`src/rtl/mem_access_unit.sv`:
```
// mem_access_unit: one load or store per request between the control FSM and a
// byte-addressed, word-wide data memory. Checks size/alignment/range, extracts
// little-endian lanes with sign/zero extension for loads and performs
// read-modify-write for sub-word stores. Completion is a one-cycle done pulse.
//
// Ports
//   clk, rst_n          clock (rising edge), asynchronous active-low reset
//   req, we, size,      request handshake and access attributes
//   sign_ext, addr,
//   wdata
//   ready, done, err    IDLE indicator, completion pulse, error flag with done
//   rdata               load result, held between successful loads
//   mem_rd, mem_wr,     memory-side read/write enables, word-aligned address
//   mem_addr, mem_wdata and full write word
//   mem_rdata           memory read data (combinational from mem_addr)
module mem_access_unit #(
   parameter int unsigned MEM_BYTES = 1024,
   parameter int unsigned RD_CYCLES = 1,
   parameter int unsigned WR_CYCLES = 2
) (
   input  logic        clk,
   input  logic        rst_n,
   input  logic        req,
   input  logic        we,
   input  logic [1:0]  size,
   input  logic        sign_ext,
   input  logic [31:0] addr,
   input  logic [31:0] wdata,
   output logic        ready,
   output logic        done,
   output logic        err,
   output logic [31:0] rdata,
   output logic        mem_rd,
   output logic        mem_wr,
   output logic [31:0] mem_addr,
   output logic [31:0] mem_wdata,
   input  logic [31:0] mem_rdata
);

   localparam int unsigned CW = 4;

   typedef enum logic [2:0] {
      S_IDLE,
      S_READ,
      S_WRITE,
      S_DONE,
      S_ERR
   } state_t;

   state_t          state_q, state_d;
   logic [CW-1:0]   cnt_q, cnt_d;
   logic            we_q, we_d;
   logic [1:0]      size_q, size_d;
   logic            sext_q, sext_d;
   logic [1:0]      off_q, off_d;
   logic [15:0]     wdata_q, wdata_d;
   logic [31:0]     rdata_q, rdata_d;
   logic [31:0]     mem_addr_q, mem_addr_d;
   logic [31:0]     mem_wdata_q, mem_wdata_d;
   logic            bad_req_c;

   // Little-endian lane select with optional sign extension
   function automatic logic [31:0] lane_extract(input logic [31:0] w, input logic [1:0] sz,
                                                input logic [1:0] off, input logic sx);
      logic [31:0] sh;
      sh = w >> {off, 3'b000};
      case (sz)
         2'b00:   return {{24{sx & sh[7]}}, sh[7:0]};
         2'b01:   return {{16{sx & sh[15]}}, sh[15:0]};
         default: return w;
      endcase
   endfunction

   // Replace the addressed byte/half of the buffered word with store data
   function automatic logic [31:0] lane_merge(input logic [31:0] w, input logic [15:0] d,
                                              input logic [1:0] sz, input logic [1:0] off);
      logic [31:0] mask;
      logic [31:0] ins;
      case (sz)
         2'b00: begin
            mask = 32'h0000_00FF << {off, 3'b000};
            ins  = {24'd0, d[7:0]} << {off, 3'b000};
         end
         2'b01: begin
            mask = 32'h0000_FFFF << {off, 3'b000};
            ins  = {16'd0, d} << {off, 3'b000};
         end
         default: begin
            mask = '1;
            ins  = {16'd0, d};
         end
      endcase
      return (w & ~mask) | ins;
   endfunction

   // Request legality: illegal size, misalignment, or access running past memory end
   always_comb begin
      bad_req_c = 1'b0;
      case (size)
         2'b00:   bad_req_c = (addr > 32'(MEM_BYTES - 1));
         2'b01:   bad_req_c = addr[0] | (addr > 32'(MEM_BYTES - 2));
         2'b10:   bad_req_c = (addr[1:0] != 2'b00) | (addr > 32'(MEM_BYTES - 4));
         default: bad_req_c = 1'b1;
      endcase
   end

   // Next-state and datapath updates
   always_comb begin
      state_d     = state_q;
      cnt_d       = cnt_q;
      we_d        = we_q;
      size_d      = size_q;
      sext_d      = sext_q;
      off_d       = off_q;
      wdata_d     = wdata_q;
      rdata_d     = rdata_q;
      mem_addr_d  = mem_addr_q;
      mem_wdata_d = mem_wdata_q;

      case (state_q)
         S_IDLE: begin
            if (req) begin
               we_d    = we;
               size_d  = size;
               sext_d  = sign_ext;
               off_d   = addr[1:0];
               wdata_d = wdata[15:0];
               cnt_d   = '0;
               if (bad_req_c) begin
                  state_d = S_ERR;
               end else begin
                  mem_addr_d = {addr[31:2], 2'b00};
                  if (we && (size == 2'b10)) begin
                     mem_wdata_d = wdata;
                     state_d     = S_WRITE;
                  end else begin
                     state_d = S_READ;
                  end
               end
            end
         end

         S_READ: begin
            // mem_rdata on the last read cycle is the word buffer
            if (cnt_q == CW'(RD_CYCLES - 1)) begin
               cnt_d = '0;
               if (we_q) begin
                  mem_wdata_d = lane_merge(mem_rdata, wdata_q, size_q, off_q);
                  state_d     = S_WRITE;
               end else begin
                  rdata_d = lane_extract(mem_rdata, size_q, off_q, sext_q);
                  state_d = S_DONE;
               end
            end else begin
               cnt_d = cnt_q + CW'(1);
            end
         end

         S_WRITE: begin
            if (cnt_q == CW'(WR_CYCLES - 1)) begin
               cnt_d   = '0;
               state_d = S_DONE;
            end else begin
               cnt_d = cnt_q + CW'(1);
            end
         end

         S_DONE:  state_d = S_IDLE;
         S_ERR:   state_d = S_IDLE;
         default: state_d = S_IDLE;
      endcase
   end

   // State and datapath registers
   always_ff @(posedge clk or negedge rst_n) begin
      if (!rst_n) begin
         state_q     <= S_IDLE;
         cnt_q       <= '0;
         we_q        <= 1'b0;
         size_q      <= 2'b00;
         sext_q      <= 1'b0;
         off_q       <= 2'b00;
         wdata_q     <= '0;
         rdata_q     <= '0;
         mem_addr_q  <= '0;
         mem_wdata_q <= '0;
      end else begin
         state_q     <= state_d;
         cnt_q       <= cnt_d;
         we_q        <= we_d;
         size_q      <= size_d;
         sext_q      <= sext_d;
         off_q       <= off_d;
         wdata_q     <= wdata_d;
         rdata_q     <= rdata_d;
         mem_addr_q  <= mem_addr_d;
         mem_wdata_q <= mem_wdata_d;
      end
   end

   // State-decoded handshake and memory strobes; READ/WRITE are exclusive
   assign ready     = (state_q == S_IDLE);
   assign done      = (state_q == S_DONE) || (state_q == S_ERR);
   assign err       = (state_q == S_ERR);
   assign mem_rd    = (state_q == S_READ);
   assign mem_wr    = (state_q == S_WRITE);
   assign rdata     = rdata_q;
   assign mem_addr  = mem_addr_q;
   assign mem_wdata = mem_wdata_q;

endmodule
```
`config.mk`:
```
export PLATFORM = sky130hd
export DESIGN_NAME = mem_access_unit
export DESIGN_NICKNAME = d
export VERILOG_FILES = /design/src/rtl/mem_access_unit.sv
export SDC_FILE = /design/constraint.sdc
export NUM_CORES = 1
export LEC_CHECK = 0
export CORE_MARGIN = 3
export CORE_UTILIZATION = 47
export CTS_CLUSTER_SIZE = 16
export DETAILED_ROUTE_END_ITERATION = 10
export PLACE_DENSITY_LB_ADDON = 0.12
export SLEW_MARGIN = 40
export SYNTH_ARGS = -nofsm -noshare
export SYNTH_HDL_FRONTEND = slang
export SYNTH_SLANG_ARGS = --single-unit
```
`constraint.sdc`:
```
create_clock -name clk -period 3.2 [get_ports clk]
set_clock_uncertainty 0.15 [all_clocks]
set_input_delay 0.8 -clock clk [delete_from_list [all_inputs] [get_ports clk]]
set_output_delay 0.8 -clock clk [all_outputs]
set_load 0.01 [all_outputs]
```
Yosys cells after proc, flatten, opt, wreduce, memory -nomap -nowiden
Cells that the tools add are included.
- output and inout bits: 101
- input bits: 103
- register bits after elaboration: 123
- equal/unequal tests: 14
- shift operators: 5
- muxes and demuxes: 27
- add/subtract/negate cells: 1
- reduce and logical (&&, ||, !) cells: 15
- bitwise logic cells: 9
- order comparisons: 3
- operators with widths (kind ; count):
    32-bit two-way mux ; 11
    32-bit case mux with 2 select lines ; 4
    32-bit by 10-bit > comparator with 1-bit output (second input constant) ; 3
    32-bit AND ; 1
    32-bit NOT ; 1
    32-bit bitwise OR ; 1
    16-bit by 5-bit << shifter with 32-bit output ; 1
    16-bit by 5-bit << shifter with 32-bit output (first input constant) ; 1
    8-bit by 5-bit << shifter with 32-bit output ; 1
    8-bit by 5-bit << shifter with 32-bit output (first input constant) ; 1
    32-bit by 5-bit right shift with 16-bit output ; 1
    3-bit two-way mux ; 4
    4-bit two-way mux ; 3
    4-bit case mux with 3 select lines ; 1
    3-bit case mux with 3 select lines ; 1
    3-bit AND reduction ; 3
    2-bit by 1-bit inequality test with 1-bit output (second input constant) ; 4
    3-bit by 2-bit equality test with 1-bit output (second input constant) ; 2
    6-bit AND reduction ; 1
    4-bit by 1-bit adder with 4-bit output (second input constant) ; 1
    2-bit by 1-bit equality test with 1-bit output (second input constant) ; 2
    4-bit by 1-bit equality test with 1-bit output (second input constant) ; 1
    2-bit zero test ; 2
    4-bit zero test ; 1
    other kinds (16) ; 22

Longest topological paths before layout
- depth after elaboration: 11
- gate-level depth with buffers: 9

Worst setup path after synthesis
No wires, ideal clock.
- path type: input to register
- from: input port size[0]
- to: register mem_wdata_q[2] (netlist: mem_wdata[2])
- library setup time: 0.128 ns
- data required time: 2.922 ns
- stages on the path: 7
- data arrival time: 2.251 ns
- path slack: 0.671 ns
- path through: and3b_1 nand3b_1 a211o_1 or2_1 buf_6 buf_6 mux2_1
- longest elaborated chain between the ends: 4
- RTL lines (what ; line ; source):
    start, declared ; 25 ; input logic [1:0] size,
    2-bit equality test (tied with other cells) ; 99, 133 ;
    1-bit case mux with 3 select lines or 1-bit logical AND (tied branches) ; 99, 133 ;
    2-bit inequality test (no source line) or 2-bit by 1-bit inequality test with 1-bit output (tied branches) ; n/a ;
    6-bit AND reduction (no source line) (*) ; n/a ;
    end signal, assigned ; 197 ; mem_wdata_q <= mem_wdata_d;
    end, declared ; 59 ; logic [31:0] mem_wdata_q, mem_wdata_d;
Mark *: on every way between the ends. The rest lies on a longest branch, timed or not.
A chain may end at the register's enable or synchronous reset.

Worst setup path in the final report
- from: register state_q[0]
- to: output port mem_rd
- longest elaborated chain between the ends: 1
- RTL lines (what ; line ; source):
    start, declared ; 50 ; state_t state_q, state_d;
    start signal, assigned ; 188 ; state_q <= state_d;
    3-bit by 1-bit equality test with 1-bit output ; 205 ; assign mem_rd = (state_q == S_READ);
    end, declared ; 33 ; output logic mem_rd,
Every way passes these cells.

==> impl_metrics.tcl <==
set metrics [dict create \
    initial_core_util 0.492 \
    dr.pass1.iters 5 \
    crit_path_end_kind "output port" \
    drc 0 \
    cp.arrival_ps 1930 \
    worstPathMaxFanout 11 \
    tightest_slew_ps 693 \
    yosysWarningCount 0 \
    layout-drive-gt1-share 0.0929 \
    insertion_delay_ps 420 \
    synth.ff_latch_count 123 \
    postCtsResizedCells 0 \
    synth_area_sq_mm 0.00634 \
    grt_pass1_wl_um 31200 \
    tns_ps 0 \
    vias 5950 \
    ios 204 \
    htree_levels 4 \
    cts_buffer_depth 2 \
    async_reset_ff_frac 1.00 \
    powerDensity_mw_per_mm2 452 \
    ir_drop_uv 310 \
    hold_buffers 0 \
    synth_ff_type "dfrtp_1" \
    crit_chain "or3b_1 > inv_2 > clkdlybuf4s50_1" \
    whs_ps 203 \
    die_x_um 122 \
    drt_wl_total_um 19600 \
    setup_slack_ps 324 \
    antenna_left 0 \
    cts_num_sinks 123 \
    antenna_cells 0 \
    detail_route.iter0.violations 427 \
    crit_required_ps 2250 \
    fillers 978 \
    viasPerCell 5.64 \
    cts_tree "done" \
    hp-class "input pin to asynchronous set/reset pin" \
    routedWlPerCell_um 18.6 \
    criticalPathCategory "register to output port" \
    coreArea_sq_mm 0.0129 \
    dp_slack_ps 145 \
    final_cell_mix "clkdlybuf4s50_1 (200), dfrtp_1 (122), nand2_1 (110)" \
    hold_violations 0 \
    fmax_ghz 0.348 \
    relSlewSlack 0.537 \
    finalSetupViolCount 0 \
    post-route-period-util 0.899 \
    grt_setup_unrepaired "false" \
    ys_seq_area_frac 0.486 \
    synth_cell_types 51 \
    crit_path_start_kind "register" \
    syn_to_final_growth_pct 43.4 \
    slowest_stage "clkdlybuf4s50_1" \
    hpwl_um 14400 \
    syn_area_per_cell_sq_um 9.31 \
    grt_max_degree 50 \
    row_count 41 \
    grt_overflow_total 0 \
    portBuffers 201 \
    synth_edf_count 0 \
    finalNetCount 977 \
    antenna_found_initial 0 \
    cap_violations 0 \
    die-area_sq_mm 0.0149 \
    root_buffer "clkbuf_16" \
    place_congestion 0.887 \
    layoutNonFillerInstCount 1055 \
    fin_crit_ps 2880 \
    max_stage_delay_ps 530 \
    status "finished, final reports clean" \
    dp_cells 1023 \
    fp.dieH_um 122 \
    drv_slew 0 \
    ff2ff_path_depth 9 \
    grt_use_total 0.269 \
    synth_cells 681 \
    cts.clk_slew.worst_paths_ps 50 \
    grt_pass1_vias 6094 \
    numCtsBuffers 17 \
    post-cts-setup-buffers 0 \
    p_leak_uw 0.00408 \
    final_common_cell "clkdlybuf4s50_1" \
]
==> flip-flops by register name, summed over array words and instances, names as in the netlist <==
name,flops
mem_addr,30
cnt_q,4
rdata,32
wdata_q,16
mem_wdata,32
size_q,2
off_q,2
state_q,3
we_q,1
sext_q,1
==> synth_stat cells, types with 2 or more instances <==
cell / n / area (sq um)
dfrtp_1: 123 / 3080
nand2_1: 110 / 413
o21ai_0: 57 / 285
nor2_1: 49 / 184
nand3_1: 43 / 215
clkbuf_1: 32 / 120
a21oi_1: 30 / 150
nor2b_1: 28 / 175
mux2i_1: 23 / 230
o22ai_1: 17 / 106
a2bb2oi_1: 15 / 131
buf_2: 15 / 75.1
a22o_1: 12 / 105
mux2_2: 12 / 135
o31ai_1: 10 / 75.1
a211oi_1: 9 / 67.6
mux2_4: 9 / 135
inv_1: 8 / 30.0
a22oi_1: 7 / 52.6
a221oi_1: 6 / 52.6
mux2_1: 5 / 56.3
nand2b_1: 5 / 31.3
nor4_1: 5 / 31.3
ha_1: 4 / 50.1
nand3b_1: 4 / 30.0
nor3_1: 4 / 20.0
nor3b_1: 4 / 30.0
buf_6: 3 / 33.8
a31oi_1: 2 / 12.5
and2_1: 2 / 12.5
and3b_1: 2 / 17.5
buf_1: 2 / 7.51
buf_4: 2 / 15.0
o211ai_1: 2 / 15.0
o21ba_2: 2 / 20.0
or2_1: 2 / 12.5
or2_2: 2 / 12.5
==> cell families after synthesis <==
kind of cell,count (synthesis),share of synthesized area
mux,49,0.0879
compound gates,176,0.178
buf+inv,63,0.0450
simple gates,265,0.195
flops,123,0.486
other cells,1,0.000592
fa+ha+maj,4,0.00790
==> path summary, 6_finish.rpt <==
check                           slack (ps)            end       start
min in group clk                       330       rdata[1]    rdata[1]
worst min register to register         330       rdata[1]    rdata[1]
worst min-delay path                   200  mem_wdata[31]       rst_n
worst max-delay path                   320         mem_rd  state_q[0]
max in group asynchronous             2050     state_q[0]       rst_n
worst max register to register         660      rdata[29]  state_q[0]
==> where the power goes <==
part,switching [uW],total [uW],internal [uW],leakage [uW]
combinational,333,643,310,0.00229
clock,693,1780,1090,0.000260
sequential,87.1,1680,1600,0.00154
total,1110,4110,2990,0.00408
==> cell type report <==
cell class	count	area, sq um	share of cell area
repair buffers	223	2220	0.245
inverters	9	33.8	0.00372
clock inverters	10	93.8	0.0103
clock buffers	22	454	0.0500
multi-input cells	496	2990	0.329
well taps	172	215	0.0237
flip-flops and latches	123	3080	0.339
==> per-stage QoR <==
stage	instance area, sq um	total power, uW	utilization
4_1_cts	9090	4110	0.706
6_report	9090	4110	0.706
2_1_floorplan	6340	2020	-
3_5_place_dp	8540	2340	0.663
3_3_place_gp	8530	2320	0.663
5_1_grt	9090	4260	0.706
==> critical path, delay by kind of cell, from the launching register on <==
family,cells,cell delay [ps]
buf+inv,2,600
flops,1,500
simple gates,1,420
==> routing by layer <==
layer / global-route usage / wire, um / vias up
met5: 0 / 0 / -
met3: 0.0817 / 1850 / 45
li1: - / - / 2783
met4: 0.109 / 501 / 0
met1: 0.352 / 8170 / 2841
met2: 0.421 / 9110 / 281
(Power assumes the default switching activity.)
